**src/rtl/muldiv_pkg.sv**
```systemverilog
// muldiv_pkg
//   Shared definitions for the iterative multiply/divide unit:
//   FSM state encoding, op codes and the default operand width.
//   The divider datapath is compiled in only when MULDIV_DIV_EN is defined.
package muldiv_pkg;

    localparam int DEFAULT_WIDTH = 16;

    localparam logic OP_MUL = 1'b0;
    localparam logic OP_DIV = 1'b1;

    typedef enum logic [1:0] {
        IDLE = 2'd0,
        RUN  = 2'd1,
        DONE = 2'd2
    } muldiv_state_t;

endpackage : muldiv_pkg

```
**src/rtl/muldiv_div_step.sv**
```systemverilog
// muldiv_div_step
//   One combinational restoring-division step. The next dividend bit is
//   shifted into the partial remainder; if the divisor fits, it is
//   subtracted and the quotient bit is 1, otherwise the shifted value is
//   kept and the quotient bit is 0.
//   Ports:
//     rem_in       : partial remainder from the previous step (always < divisor)
//     dividend_bit : next dividend bit, MSB first
//     divisor      : divisor
//     rem_out      : updated partial remainder
//     quot_bit     : quotient bit produced by this step
module muldiv_div_step
    import muldiv_pkg::*;
#(
    parameter int WIDTH = DEFAULT_WIDTH
) (
    input  logic [WIDTH-1:0] rem_in,
    input  logic             dividend_bit,
    input  logic [WIDTH-1:0] divisor,
    output logic [WIDTH-1:0] rem_out,
    output logic             quot_bit
);

    logic [WIDTH:0] shifted;

    // The shifted remainder needs one extra bit; once the divisor has been
    // subtracted (or not) the result is again below the divisor and fits in
    // WIDTH bits. A zero divisor always subtracts, so the remainder simply
    // accumulates the dividend and the quotient comes out all ones.
    always_comb begin
        shifted  = {rem_in, dividend_bit};
        quot_bit = (shifted >= {1'b0, divisor});
        rem_out  = quot_bit ? WIDTH'(shifted - {1'b0, divisor})
                            : WIDTH'(shifted);
    end

endmodule : muldiv_div_step

```
**src/rtl/muldiv_unit.sv**
```systemverilog
// muldiv_unit
//   Iterative unsigned WIDTH x WIDTH multiply / WIDTH / WIDTH divide.
//   A request is latched on start while idle, runs WIDTH single-bit
//   iterations and presents the result with a one-cycle done pulse.
//   Results and div_by_zero hold until the next accepted request.
//   Build option:
//     MULDIV_DIV_EN defined   : restoring divider and div_by_zero built in.
//     MULDIV_DIV_EN undefined : multiplier only; a divide request runs the
//                               same sequence and returns zeros.
//   Ports:
//     clk, rst              : clock, synchronous active-high reset
//     start, op             : request strobe and op (0 = mul, 1 = div)
//     operand_a, operand_b  : multiplicand/dividend, multiplier/divisor
//     busy, done            : request in flight, one-cycle result strobe
//     result_lo, result_hi  : product low/high, or quotient/remainder
//     div_by_zero           : divide with a zero divisor
module muldiv_unit
    import muldiv_pkg::*;
#(
    parameter int WIDTH = DEFAULT_WIDTH
) (
    input  logic             clk,
    input  logic             rst,
    input  logic             start,
    input  logic             op,
    input  logic [WIDTH-1:0] operand_a,
    input  logic [WIDTH-1:0] operand_b,
    output logic             busy,
    output logic             done,
    output logic [WIDTH-1:0] result_lo,
    output logic [WIDTH-1:0] result_hi,
    output logic             div_by_zero
);

    localparam int CNT_W = (WIDTH > 1) ? $clog2(WIDTH) : 1;

    muldiv_state_t      state;
    logic [CNT_W-1:0]   count;
    logic               op_q;
    logic               last_iter;

    logic [2*WIDTH-1:0] mcand_q;
    logic [WIDTH-1:0]   mplier_q;
    logic [2*WIDTH-1:0] acc_q;
    logic [2*WIDTH-1:0] acc_next;

`ifdef MULDIV_DIV_EN
    logic [WIDTH-1:0]   rem_q;
    logic [WIDTH-1:0]   rem_next;
    logic [WIDTH-1:0]   quot_q;
    logic [WIDTH-1:0]   divisor_q;
    logic               quot_bit;

    // quot_q starts out holding the dividend; each step consumes its MSB and
    // shifts the new quotient bit in at the bottom.
    muldiv_div_step #(.WIDTH(WIDTH)) u_div_step (
        .rem_in       (rem_q),
        .dividend_bit (quot_q[WIDTH-1]),
        .divisor      (divisor_q),
        .rem_out      (rem_next),
        .quot_bit     (quot_bit)
    );
`endif

    assign busy      = (state != IDLE);
    assign last_iter = (count == CNT_W'(WIDTH - 1));

    // Shift-add: the multiplier is consumed LSB first while the multiplicand
    // moves left, so each step adds the correctly weighted partial product.
    always_comb begin
        acc_next = acc_q + (mplier_q[0] ? mcand_q : '0);
    end

    // Control FSM and datapath registers. The final iteration's next-state
    // values are written straight into the result registers so they are
    // valid in the same cycle that done is high.
    always_ff @(posedge clk) begin
        if (rst) begin
            state       <= IDLE;
            count       <= '0;
            op_q        <= OP_MUL;
            mcand_q     <= '0;
            mplier_q    <= '0;
            acc_q       <= '0;
            done        <= 1'b0;
            result_lo   <= '0;
            result_hi   <= '0;
            div_by_zero <= 1'b0;
`ifdef MULDIV_DIV_EN
            rem_q       <= '0;
            quot_q      <= '0;
            divisor_q   <= '0;
`endif
        end else begin
            done <= 1'b0;
            case (state)
                IDLE: begin
                    if (start) begin
                        state       <= RUN;
                        count       <= '0;
                        op_q        <= op;
                        mcand_q     <= {{WIDTH{1'b0}}, operand_a};
                        mplier_q    <= operand_b;
                        acc_q       <= '0;
                        result_lo   <= '0;
                        result_hi   <= '0;
                        div_by_zero <= 1'b0;
`ifdef MULDIV_DIV_EN
                        rem_q       <= '0;
                        quot_q      <= operand_a;
                        divisor_q   <= operand_b;
`endif
                    end
                end
                RUN: begin
                    count    <= count + 1'b1;
                    acc_q    <= acc_next;
                    mcand_q  <= {mcand_q[2*WIDTH-2:0], 1'b0};
                    mplier_q <= {1'b0, mplier_q[WIDTH-1:1]};
`ifdef MULDIV_DIV_EN
                    rem_q    <= rem_next;
                    quot_q   <= {quot_q[WIDTH-2:0], quot_bit};
`endif
                    if (last_iter) begin
                        state <= DONE;
                        done  <= 1'b1;
                        if (op_q == OP_MUL) begin
                            {result_hi, result_lo} <= acc_next;
                        end else begin
`ifdef MULDIV_DIV_EN
                            result_lo   <= {quot_q[WIDTH-2:0], quot_bit};
                            result_hi   <= rem_next;
                            div_by_zero <= (divisor_q == '0);
`else
                            result_lo   <= '0;
                            result_hi   <= '0;
`endif
                        end
                    end
                end
                DONE: begin
                    state <= IDLE;
                end
                default: begin
                    state <= IDLE;
                end
            endcase
        end
    end

endmodule : muldiv_unit

```
**config.mk**
```make
export PLATFORM = sky130hd
export DESIGN_NAME = muldiv_unit
export DESIGN_NICKNAME = d
export VERILOG_FILES = /design/src/rtl/muldiv_pkg.sv /design/src/rtl/muldiv_div_step.sv /design/src/rtl/muldiv_unit.sv
export SDC_FILE = /design/constraint.sdc
export NUM_CORES = 1
export LEC_CHECK = 0
export ABC_AREA = 1
export CAP_MARGIN = 20
export CORE_UTILIZATION = 45
export CTS_CLUSTER_DIAMETER = 30
export DETAILED_ROUTE_END_ITERATION = 12
export PLACE_DENSITY_LB_ADDON = 0.08
export SLEW_MARGIN = 20
export SYNTH_ARGS = -nofsm -noshare
export SYNTH_HDL_FRONTEND = slang
export SYNTH_HIERARCHICAL = 1
export SYNTH_SLANG_ARGS = --single-unit
```
**constraint.sdc**
```tcl
create_clock -name clk -period 3.05 [get_ports clk]
set_clock_uncertainty 0.1 [all_clocks]
set_input_delay 0.61 -clock clk [delete_from_list [all_inputs] [get_ports clk]]
set_output_delay 0.61 -clock clk [all_outputs]
set_load 0.05 [all_outputs]
```
## Word level (Yosys, flattened, before mapping)

Index checks and enable logic that the tools add are counted.

| storage, ports and cells | value |
|---|---|
| register bits | 120 |
| latch bits | 0 |
| bits in writable memories | 0 |
| ROM bits | 0 |
| input bits | 36 |
| logic and storage cells | 44 |
| memories kept | 0 |

| operators by class | value |
|---|---|
| add/sub/neg operators | 2 |
| multiply operators | 0 |
| div/mod/pow operators | 0 |
| magnitude comparators | 0 |
| eq/ne operators | 4 |
| shift-type cells | 0 |
| multiplexer cells | 20 |
| bitwise gates (word level) | 1 |
| reductions and logical operators | 8 |

Operators with widths:

| operator | count |
|---|---|
| 32-bit one-hot mux with 2 select lines | 2 |
| 16-bit two-way mux | 6 |
| 32-bit two-way mux | 3 |
| 16-bit one-hot mux with 2 select lines | 3 |
| 32-bit adder | 1 |
| 4-bit one-hot mux with 2 select lines | 1 |
| 2-bit AND reduction | 3 |
| 4-bit by 1-bit adder with 4-bit output, second input constant | 1 |
| 4-bit equality test, second input constant | 1 |
| 2-bit two-way mux | 2 |
| 4-bit two-way mux | 1 |
| 2-bit != test, second input constant | 2 |
| 2-bit one-hot mux with 2 select lines | 1 |
| 2-bit nonzero test | 2 |
| 3-bit AND reduction | 1 |
| 2-bit by 1-bit equality test with 1-bit output, second input constant | 1 |
| 2-bit zero test | 1 |
| 2-bit OR reduction | 1 |
| 1-bit two-way mux | 1 |
| 1-bit NOT | 1 |

## Logic depth before layout (Yosys ltp)

Gate-level depths: netlist (run 1).

| depth | value |
|---|---|
| word-level depth | 5 |
| gate-level depth with buffers | 18 |

## Worst setup path before layout (run 1)

OpenSTA, ideal clock, no wires.

| timing | value |
|---|---|
| path kind | reg2reg |
| from | register mplier_q[0] |
| to | register result_hi[0] |
| library setup time | 0.071 ns |
| arrival time | 2.219 ns |
| setup slack | 0.660 ns |
| stages on the path, launching flop included | 17 |
| buffers on the path | 2 |
| clock period less this slack | 2.390 ns |
| path through | dfxtp_1 > clkbuf_1 > clkbuf_1 > nand2_1 > inv_1 > ha_1 > inv_1 > fa_1 > inv_1 > nand3_1 > nand3_1 > nand2_1 > nand2_1 > nand3_1 > nand3b_1 > nand4_1 > a21oi_1 |

| between the ends | value |
|---|---|
| word-level cells in the longest chain between the ends | 5 |

Ends and longest elaborated chain:

| what | line | text |
|---|---|---|
| start: declaration | muldiv_unit.sv:43 | `logic [WIDTH-1:0] mplier_q;` |
| start signal: assignment | muldiv_unit.sv:103 | `mplier_q <= operand_b;` |
| start signal: assignment | muldiv_unit.sv:119 | `mplier_q <= {1'b0, mplier_q[WIDTH-1:1]};` |
| 32-bit two-way mux | muldiv_unit.sv:71 | `acc_next = acc_q + (mplier_q[0] ? mcand_q : '0);` |
| 32-bit adder | muldiv_unit.sv:71 |  |
| 16-bit two-way mux | muldiv_unit.sv:127 | `if (op_q == OP_MUL) begin` |
| 16-bit two-way mux | muldiv_unit.sv:124 | `if (last_iter) begin` |
| 16-bit one-hot mux with 2 select lines | muldiv_unit.sv:96 | `case (state)` |
| end signal: assignment | muldiv_unit.sv:128 | `{result_hi, result_lo} <= acc_next;` |
| end: declaration | muldiv_unit.sv:31 | `output logic [WIDTH-1:0] result_hi,` |

Every way passes these cells. The select of a mux whose other input is x is not followed.
A chain may end at the register's enable or synchronous reset.

## Worst setup path in the final report (run 1)

Same ends and word-level chain as after synthesis.

==> results of run 1 <==
per-stage QoR:
| stage | utilization | setup slack [ns] |
|---|---|---|
| 2_1_floorplan | - | 0.660 |
| 3_5_place_dp | 0.517 | 0.453 |
| 3_3_place_gp | 0.517 | 0.507 |
| 6_report | 0.558 | 0.422 |
| 4_1_cts | 0.558 | 0.437 |
| 5_1_grt | 0.558 | 0.156 |
layout make-up:
type                            instances  area [sq um]
Fill cell                            1560          6790
Multi-Input combinational cell        811          3910
Sequential cell                       120          2400
Timing Repair Buffer                   79           773
Inverter                              161           604
Clock buffer                           23           488
Tap cell                              211           264
Clock inverter                          7           141
registers in the layout, indices dropped and copies added (netlist names):
| name | flops |
|---|---|
| acc_q | 32 |
| mcand_q | 32 |
| done | 1 |
| state | 2 |
| op_q | 1 |
| mplier_q | 16 |
| count | 4 |
| result_hi | 16 |
| result_lo | 16 |
layer usage:
layer  vias up  track usage  part of all wire
met5         -            0                 0
met2       160        0.381              0.43
met4         0       0.0844             0.020
met1      3133        0.333              0.50
met3        26       0.0459             0.045
li1       3726            -                 -
cells in the mapped netlist, drive strengths merged:
cell,count
o21bai,2
xor2,1
nand3,55
dfxtp,120
inv,161
clkbuf,24
xnor2,1
nor3,3
buf,26
fa,1
a21oi,104
conb,1
a221oi,2
nand3b,5
nand2,440
and3,4
nand4,30
ha,32
o21ai,34
a21o,1
a211oi,1
or2,12
nor2,52
a31oi,30
logic make-up after synthesis:
group | Yosys count
and+or+nand+nor | 601
buffers and inverters | 211
AOI/OAI and AO/OA | 174
DFF | 120
adders and majority gates | 33
xor gates and xnor gates | 2
other | 1
placed cells by master, fill, tap and decap left out, types with 2 or more instances in the layout:
master,netlist,routed
sky130_fd_sc_hd__nor2_4,2,2
sky130_fd_sc_hd__a21oi_1,102,102
sky130_fd_sc_hd__clkbuf_8,0,4
sky130_fd_sc_hd__a221oi_1,2,2
sky130_fd_sc_hd__and3_1,4,4
sky130_fd_sc_hd__dfxtp_1,120,120
sky130_fd_sc_hd__nand3_2,2,2
sky130_fd_sc_hd__inv_2,3,3
sky130_fd_sc_hd__ha_1,32,32
sky130_fd_sc_hd__nand3_1,53,53
sky130_fd_sc_hd__nand2_1,437,437
sky130_fd_sc_hd__nand4_1,30,30
sky130_fd_sc_hd__or2_2,12,12
sky130_fd_sc_hd__nor3_1,2,2
sky130_fd_sc_hd__clkdlybuf4s50_1,0,68
sky130_fd_sc_hd__nand3b_1,5,5
sky130_fd_sc_hd__o21ai_0,32,32
sky130_fd_sc_hd__nor2_2,2,2
sky130_fd_sc_hd__nor2_1,47,47
sky130_fd_sc_hd__o21ai_1,2,2
sky130_fd_sc_hd__buf_4,1,9
sky130_fd_sc_hd__o21bai_1,2,2
sky130_fd_sc_hd__bufinv_16,0,4
sky130_fd_sc_hd__clkbuf_16,0,17
sky130_fd_sc_hd__a31oi_1,30,30
sky130_fd_sc_hd__clkbuf_1,24,2
sky130_fd_sc_hd__inv_1,158,158
sky130_fd_sc_hd__nand2_2,3,3
power by group through the flow:
stage | Combinational, W | Sequential (W) | Clock (W)
after floorplan | 0.000274 | 0.00169 | 0
after global placement | 0.000389 | 0.00170 | 0
after detailed placement | 0.000391 | 0.00170 | 0
after CTS | 0.000392 | 0.00166 | 0.00219
after global routing | 0.000435 | 0.00167 | 0.00225
final | 0.000391 | 0.00167 | 0.00216
worst reg2reg max path, stage by stage, from the launching register on:
cell and delay [ns]:
sky130_fd_sc_hd__dfxtp_1 0.52, sky130_fd_sc_hd__nand2_1 0.09, sky130_fd_sc_hd__inv_1 0.06, sky130_fd_sc_hd__ha_1 0.16
sky130_fd_sc_hd__inv_1 0.06, sky130_fd_sc_hd__fa_1 0.39, sky130_fd_sc_hd__inv_1 0.13, sky130_fd_sc_hd__nand3_1 0.09
sky130_fd_sc_hd__nand3_1 0.14, sky130_fd_sc_hd__nand2_1 0.07, sky130_fd_sc_hd__nand2_1 0.18, sky130_fd_sc_hd__nand3_1 0.13
sky130_fd_sc_hd__nand3b_1 0.16, sky130_fd_sc_hd__nand4_1 0.12, sky130_fd_sc_hd__a21oi_1 0.14
final timing paths:
| kind | from | end | slack (ns) |
|---|---|---|---|
| worst max-delay path | mplier_q[0] | result_hi[0] | 0.42 |
| worst min-delay path | result_lo[13] | result_lo[13] | 0.36 |
| worst max register to register | mplier_q[0] | result_hi[0] | 0.42 |
| worst min register to register | result_lo[13] | result_lo[13] | 0.36 |
==> impl_metrics.csv, run 1 <==
group,metric,value,unit
status,status,"finished, final reports clean",
worst_setup_path,crit_required,3.28,ns
global_routing,antenna_found_initial,0,
synth,synth_top_family_by_area,"simple AND/OR/NAND/NOR gates",
worst_setup_path,critPathSlowestCell,"sky130_fd_sc_hd__dfxtp_1",
synth,synthesis.instances,1142,
finish,drive_gt1_frac,0.0558,
route,finalWirelength,18900,microns
power,p_int,0.00320,W
floorplan,ios,71,
sta,final_hold_viol_count,0,
floorplan,rows,45,
clocking,cts.path.max_buffers,2,
route,drt_pre_antenna_iters,7,
power,design_power_total,0.00422,W
route,initialDrtViolationCount,492,
floorplan,dieHeight,128,microns
synth,synth-compound-area-share,0.131,
placement,dpl-instance-area,7950,sq um
synth,post_synth_main_area_contributors,"sky130_fd_sc_hd__dfxtp_1 (34%), sky130_fd_sc_hd__nand2_1 (23%), sky130_fd_sc_hd__inv_1 (8.3%), sky130_fd_sc_hd__a21oi_1 (7.1%), sky130_fd_sc_hd__ha_1 (5.6%)",
synth,synthesis.area_per_instance,6.27,sq um
synth,synthDistinctLibCells,37,
sta,min_period,2.63,ns
route,ant_nets,0,
sta,worst-slew-pin-transition,0.964,ns
worst_setup_path,timing_worst_setup_path_type,"flop to flop",
sta,setup_total_negative_slack,0,ns
global_routing,grtUsageTotal,0.243,
synth,yosys.area.top_type_share,0.336,
power,share_seq_of_total_power,0.395,
worst_setup_path,reg2regPathDepth,14,
clocking,cts.reportedPaths.clkPinSlew,0.05,ns
worst_setup_path,critical_path.max_stage_delay,0.52,ns
floorplan,initial_standard_cell_utilization_of_the_core,0.466,
placement,io_buffers,69,
power,leakagePower,4.09,nW
synth,synthesis_stage_register_bit_count,120,
finish,nets,1259,
clocking,postCtsResizedCells,0,
worst_setup_path,path_buf_inv,3,
placement,dp_cells,1382,
worst_setup_path,crit_arrival,2.86,ns
floorplan,core,15400,sq um
synth,synth_simple_gate_area_share,0.353,
power,power_density,491,nW/um^2
worst_setup_path,critPathTopFamily,"simple AND/OR/NAND/NOR gates",
sta,drv_slew,0,
placement,hpwlAfterDp,13400,microns
sta,post_route_clock_period_utilization,0.862,
clocking,cts_inserted_buffers,17,
clocking,cts_max_level,4,
clocking,cts_setup_buffers,0,
worst_setup_path,critical_path.max_fanout,12,
worst_setup_path,cp.depth,14,
global_routing,wire_length_of_the_first_global_routing_pass,31100,microns
clocking,cts_tree,"built",
synth,netlist_area,7160,sq um
finish,final_area,8580,sq um
floorplan,floorplan.die_area,16400,sq um
worst_setup_path,crit_path_end_kind,"flop",
global_routing,gr-total-overflow,0,
floorplan,fp.dieW,128,microns
clocking,clock_root_cell,"sky130_fd_sc_hd__clkbuf_16",
power,share_comb_of_total_power,0.093,
worst_hold_path,hp-class,"flop to flop",
run,drv_cap,0,
route,vias,7045,
power,net-switching-power,0.00102,W
synth,post_synth_xor_area_fraction,0.00245,
finish,post_layout_nonfiller_instances,1412,
worst_hold_path,worst_hold_path.num_cells,2,
global_routing,grt_max_degree,87,
sta,timing.final.setup_violations,0,
worst_setup_path,start_kind,"flop",
sta,rsz0062_at_grt,"false",
clocking,clk-insertion-delay-late,0.42,ns
placement,gp_congestion,0.916,
synth,netlist.top_cell.by_area,"sky130_fd_sc_hd__dfxtp_1",
power,irDropWorstVdd,0.000389,V
sta,timing.max_slew.rel_slack,0.357,
sta,worst_hold_slack,0.360,ns
synth,post_synth_fa_ha_maj_area_fraction,0.0588,
synth,synth_mux_area_frac,0,
finish,antenna-diode-count,0,
synth,ys_warnings,6,
synth,synth-seq-area-share,0.336,
power,power_frac_clock,0.512,
synth,mappedNetlistNets,1211,
worst_setup_path,crit_path_cell_trace,"nand2_1 > inv_1 > ha_1 > inv_1 > fa_1 > inv_1 > nand3_1 > nand3_1 > nand2_1 > nand2_1 > nand3_1 > nand3b_1 > nand4_1 > a21oi_1",
finish,area_delta_synth_final,20.0,%
clocking,clock-sinks,120,
sta,fmax,0.381,GHz
route,drc,0,
route,wire_per_inst,13.4,microns
global_routing,via_count_of_the_first_global_routing_pass,6440,
power,swShare,0.241,
route,via_per_instance_ratio,4.99,
clocking,holdBufCountCts,0,
Note: power is estimated with default switching activity, not from simulation.
==> inputs of run 2 (changes only) <==
--- a/config.mk
+++ b/config.mk
@@ -13,2 +13,3 @@
 export PLACE_DENSITY_LB_ADDON = 0.08
+export SETUP_SLACK_MARGIN = 0.15
 export SLEW_MARGIN = 20
--- a/constraint.sdc
+++ b/constraint.sdc
@@ -4,2 +4,2 @@
 set_output_delay 0.61 -clock clk [all_outputs]
-set_load 0.05 [all_outputs]
+set_load 0.01 [all_outputs]
==> results of run 2 <==
Same layout as run 1 (identical final DEF). Status: finished, final reports clean.
Main changes from that run: total power 0.00422 W -> 0.00421 W
==> inputs of run 3 (changes only) <==
Settings changed: MAX_ROUTING_LAYER from default to met4.
==> run 3 against run 2 <==
Worst hold slack barely moved. Die area did not move. Sequential power barely moved. Final area did not move. Count of clock-buffer cells in the layout did not move. Power barely moved. Critical path type unchanged.
==> impl_metrics.csv, run 3 (synthesis results as in run 1) <==
group,metric,value,unit
status,status,"finished, final reports clean",
global_routing,antenna_found_initial,0,
route,wire_per_inst,13.5,microns
finish,highest_count_cells_in_the_layout_ignoring_fill_and_taps,"sky130_fd_sc_hd__nand2_1 (437), sky130_fd_sc_hd__inv_1 (158), sky130_fd_sc_hd__dfxtp_1 (120)",
global_routing,gr-total-overflow,0,
worst_setup_path,reg2reg_from,"mplier_q[0]",
sta,fmax,0.380,GHz
global_routing,grt_max_degree,87,
placement,io_buffers,69,
sta,drv_slew,0,
sta,min_period,2.63,ns
finish,nets,1259,
floorplan,dieHeight,128,microns
clocking,clock-sinks,120,
floorplan,initial_standard_cell_utilization_of_the_core,0.466,
finish,drive_gt1_frac,0.0558,
route,initialDrtViolationCount,483,
finish,reg.largest.list,"acc_q x32, mcand_q x32",
route,vias,7031,
route,via_per_instance_ratio,4.98,
floorplan,core,15400,sq um
clocking,cts_max_level,4,
sta,worst_hold_slack,0.360,ns
floorplan,ios,71,
route,ant_nets,0,
clocking,clk-insertion-delay-late,0.42,ns
worst_setup_path,crit_path_end_kind,"flop",
global_routing,via_count_of_the_first_global_routing_pass,6439,
finish,leading_cell_type_in_the_layout_fill_and_taps_excluded,"sky130_fd_sc_hd__nand2_1",
clocking,clock_root_cell,"sky130_fd_sc_hd__clkbuf_16",
placement,dp_cells,1382,
worst_setup_path,crit_arrival,2.86,ns
power,design_power_total,0.00421,W
sta,timing.final.setup_violations,0,
route,finalWirelength,19000,microns
sta,timing.max_slew.rel_slack,0.348,
worst_setup_path,critical_path.max_fanout,12,
clocking,holdBufCountCts,0,
worst_setup_path,crit_path_launch,"mplier_q[0]",
finish,antenna-diode-count,0,
floorplan,rows,45,
floorplan,floorplan.die_area,16400,sq um
sta,final_hold_viol_count,0,
placement,hpwlAfterDp,13400,microns
worst_setup_path,timing_worst_setup_path_type,"flop to flop",
worst_setup_path,crit_required,3.28,ns
worst_hold_path,hp-class,"flop to flop",
sta,post_route_clock_period_utilization,0.863,
finish,post_route_core_utilization,0.558,
sta,rsz0062_at_grt,"false",
global_routing,grtUsageTotal,0.251,
clocking,postCtsResizedCells,0,
global_routing,wire_length_of_the_first_global_routing_pass,31100,microns
clocking,cts.path.max_buffers,2,
clocking,cts.reportedPaths.clkPinSlew,0.05,ns
placement,gp_congestion,0.932,
power,leakagePower,4.09,nW
finish,post_layout_nonfiller_instances,1412,
worst_hold_path,worstHoldStart,"result_lo[13]",
worst_setup_path,timing.reg2reg.setup_slack,0.42,ns
clocking,cts_setup_buffers,0,
power,power_density,490,nW/um^2
route,drc,0,
sta,setup_total_negative_slack,0,ns
power,irDropWorstVdd,0.000387,V
run,drv_cap,0,
finish,area_delta_synth_final,20.0,%
clocking,cts_tree,"built",
worst_setup_path,start_kind,"flop",
floorplan,fp.dieW,128,microns
route,drt_pre_antenna_iters,7,
clocking,cts_inserted_buffers,17,
sta,worst-slew-pin-transition,0.979,ns
## run 3: cell counts in the layout (fill, tap and decap cells not counted)
No cell type changed its count.
## run 3: final cells by class
type,count,area [sq um]
well taps,211,264
multi-input cells,811,3910
clock buffers,23,488
fillers,1560,6790
clock inverters,7,141
inverters,161,604
repair buffers,79,773
flip-flops and latches,120,2400
## run 3: path summary, 6_finish.rpt
kind,end,cells past startpoint
setup / recovery,result_hi[0],14
hold / removal,result_lo[13],2
setup reg to reg,result_hi[0],14
hold reg to reg,result_lo[13],2
## run 3: per-stage QoR
| stage | setup WS, ns | area, sq um |
|---|---|---|
| after floorplan | 0.660 | 7160 |
| after detailed placement | 0.453 | 7950 |
| after CTS | 0.437 | 8580 |
| after global routing | 0.155 | 8580 |
| final | 0.418 | 8580 |
| after global placement | 0.507 | 7950 |
## run 3: routing by layer
metal,GRT usage,part of all wire,vias to the layer above
li1,-,-,3727
met5,-,0,-
met4,0.0824,0.017,0
met3,0.0497,0.051,24
met1,0.333,0.50,3100
met2,0.381,0.43,180
## run 3: power by group
part           internal (W)  switching (W)
clock network       0.00144       0.000716
registers           0.00162      0.0000408
logic              0.000131       0.000249
## run 3: critical path: stages (launching register included)
cell and delay (ns):
sky130_fd_sc_hd__dfxtp_1 0.52, sky130_fd_sc_hd__nand2_1 0.09, sky130_fd_sc_hd__inv_1 0.06, sky130_fd_sc_hd__ha_1 0.16, sky130_fd_sc_hd__inv_1 0.06, sky130_fd_sc_hd__fa_1 0.39
sky130_fd_sc_hd__inv_1 0.13, sky130_fd_sc_hd__nand3_1 0.09, sky130_fd_sc_hd__nand3_1 0.14, sky130_fd_sc_hd__nand2_1 0.07, sky130_fd_sc_hd__nand2_1 0.18, sky130_fd_sc_hd__nand3_1 0.13
sky130_fd_sc_hd__nand3b_1 0.16, sky130_fd_sc_hd__nand4_1 0.12, sky130_fd_sc_hd__a21oi_1 0.14
==> RTL edit (settings of run 2) <==
Change the package constant `DEFAULT_WIDTH` from 16 to 32.
--- a/src/rtl/muldiv_pkg.sv
+++ b/src/rtl/muldiv_pkg.sv
@@ -4,7 +4,7 @@
 //   The divider datapath is compiled in only when MULDIV_DIV_EN is defined.
 package muldiv_pkg;
 
-    localparam int DEFAULT_WIDTH = 16;
+    localparam int DEFAULT_WIDTH = 32;
 
     localparam logic OP_MUL = 1'b0;
     localparam logic OP_DIV = 1'b1;
Interface: changed (resized operand_a, operand_b, result_hi and result_lo); port bits go from 71 to 135. No check against the original RTL was run, so the function may have changed too.
==> RTL edit against run 2 <==
Worst setup slack got worse by 0.20 ns. Final area grew 120%. Total power increased to 2.5 times the old value. Sequential cell count grew 113. Sequential power is 95% higher. First-iteration DRC count rose to 2.8 times the old value. Routed wire length grew to 2.8 times the old value. Synthesized area increased by 110%. Die area grew 110%. Clock power grew to 3.0 times the old value. Sequential share of layout area down 3.6 points.
==> RTL edit: results (changes against run 2) <==
[synth]
synth_area_leaders = dfxtp_1 31%, nand2_1 25%, inv_1 9.9%, a21oi_1 7.0%, ha_1 5.4%  ; was dfxtp_1 34%, nand2_1 23%, inv_1 8.3%, a21oi_1 7.1%, ha_1 5.6%
syn-num-nets = 2667  ; was 1,211
synth_xor_xnor_area_share_pct = 0.174  ; was 0.245%
synth-seq-area-share_pct = 31.0  ; was 33.6%
synth.distinct_cells = 34  ; was 37
yosys-top-cells-count = 998 x nand2_1, 398 x inv_1, 233 x dfxtp_1, 210 x a21oi_1, 113 x nor2_1  ; was 437 x nand2_1, 158 x inv_1, 120 x dfxtp_1, 102 x a21oi_1, 53 x nand3_1
synth_compound_area_share_pct = 12.4  ; was 13.1%
synthAdderAreaFrac_pct = 5.53  ; was 5.88%

[pwr]
vdd_ir_drop_max_mv = 0.663  ; was 0.389 mV

[clock_network]
cts_buffer_depth = 3  ; was 2
h-tree-depth = 2  ; was 4

[place]
dp.final_hpwl_mm = 38.5  ; was 13.4 mm
place_area_mm2 = 0.0168  ; was 0.00795 mm^2
numPortBuffers = 133  ; was 69
globalplace.congestion = 0.980  ; was 0.916

[drt]
first_iter_violations = 1374  ; was 492
viasPerCell = 5.13  ; was 4.99
routed_wl_mm = 52.9  ; was 18.9 mm

[global_routing]
grt_first_pass_wirelength_mm = 81.2  ; was 31.1 mm
grt_max_degree = 169  ; was 87
grt_pass1_vias = 14735  ; was 6,440

[setup_path]
reg2reg_depth = 15  ; was 14
rr_endpoint = result_hi[28]$_SDFFE_PP0P_  ; was result_hi[0]$_SDFFE_PP0P_
reg2reg_slack_ns = 0.23  ; was 0.42 ns

[min_path]
holdCritStartpoint = result_lo[14]$_SDFFE_PP0P_  ; was result_lo[13]$_SDFFE_PP0P_
hold_end = result_lo[14]$_SDFFE_PP0P_  ; was result_lo[13]$_SDFFE_PP0P_

[sta]
slew_headroom_pct = 40.0  ; was 35.7%

[finish]
fin_nets = 2777  ; was 1,259

[run_status]
outcome = finished, final reports clean  ; unchanged

-- RTL edit: cell count changes after synthesis, sizes merged, moves of 37 or more --
cell,delta
inv,+242
dfxtp,+113
nand3,+60
nand2,+574
nor2,+71
nand4,+41
a21oi,+106
o21ai,+37
-- RTL edit: cells by family after synthesis --
logic type	count (synthesis)
AOI/OAI and AO/OA	351
xor gates and xnor gates	3
adders and majority gates	66
buffers and inverters	506
DFF	233
other	1
and+or+nand+nor	1373
-- RTL edit: final cells by class --
class                           instances  area, um^2
Sequential cell                       233        4670
Clock inverter                         36         546
Timing Repair Buffer                  154        1620
Fill cell                            3288       13600
Clock buffer                           70        1560
Tap cell                              442         553
Multi-Input combinational cell       1794        8680
Inverter                              403        1510
-- RTL edit: layer usage --
metal / track usage (%) / up-vias / wire length (um)
met5: 0 / - / 0
met4: 7.87 / 0 / 813
met3: 5.64 / 54 / 3770
met2: 45.2 / 494 / 22000
met1: 46.1 / 7330 / 26300
li1: - / 8188 / -
-- RTL edit: power by group --
group	switching (mW)	total, mW	internal (mW)
Sequential	0.0904	3.25	3.16
Combinational	0.527	0.804	0.277
Clock	2.03	6.50	4.48
Total	2.64	10.6	7.92
-- RTL edit: worst max-delay path by stage --
stage                                  start                          to  slack (ns)
floorplan           mplier_q[0]$_SDFFE_PP0P_   result_hi[0]$_SDFFE_PP0P_        0.45
global placement    mplier_q[0]$_SDFFE_PP0P_  result_hi[19]$_SDFFE_PP0P_        0.20
detailed placement  mplier_q[0]$_SDFFE_PP0P_  result_hi[19]$_SDFFE_PP0P_        0.22
CTS                 mplier_q[0]$_SDFFE_PP0P_  result_hi[19]$_SDFFE_PP0P_        0.21
global route        mplier_q[0]$_SDFFE_PP0P_  result_hi[29]$_SDFFE_PP0P_        0.13
finish              mplier_q[0]$_SDFFE_PP0P_  result_hi[28]$_SDFFE_PP0P_        0.23
-- RTL edit: per-stage QoR --
stage	instances	hold slack (ns)	total power [mW]	util, %	worst slack, ns
after floorplan	2533	0.340	3.76	-	0.453
after global placement	3023	0.352	4.06	51.2	0.196
after detailed placement	3023	0.355	4.07	51.2	0.220
after CTS	3129	0.339	10.6	57.6	0.205
after global routing	3132	0.374	10.9	58.4	0.129
final	3132	0.361	10.6	58.4	0.227
-- RTL edit: worst max-delay path, cell delays in order (launching register included) --
cell     delay [ns]
dfxtp_4        0.39
buf_12         0.19
nand2_1        0.07
inv_1          0.07
ha_1           0.30
nand2_1        0.17
inv_1          0.05
nand2_1        0.06
nand2_1        0.11
a21oi_1        0.33
nand2_1        0.17
a21oi_1        0.19
nand2_1        0.07
nand2_1        0.07
nand4_1        0.17
a21oi_1        0.20
-- RTL edit: repair_timing --
item	in CTS	in global routing
setup buffers	0	2
resized for setup	0	61
endpoints found under the setup margin	0	64
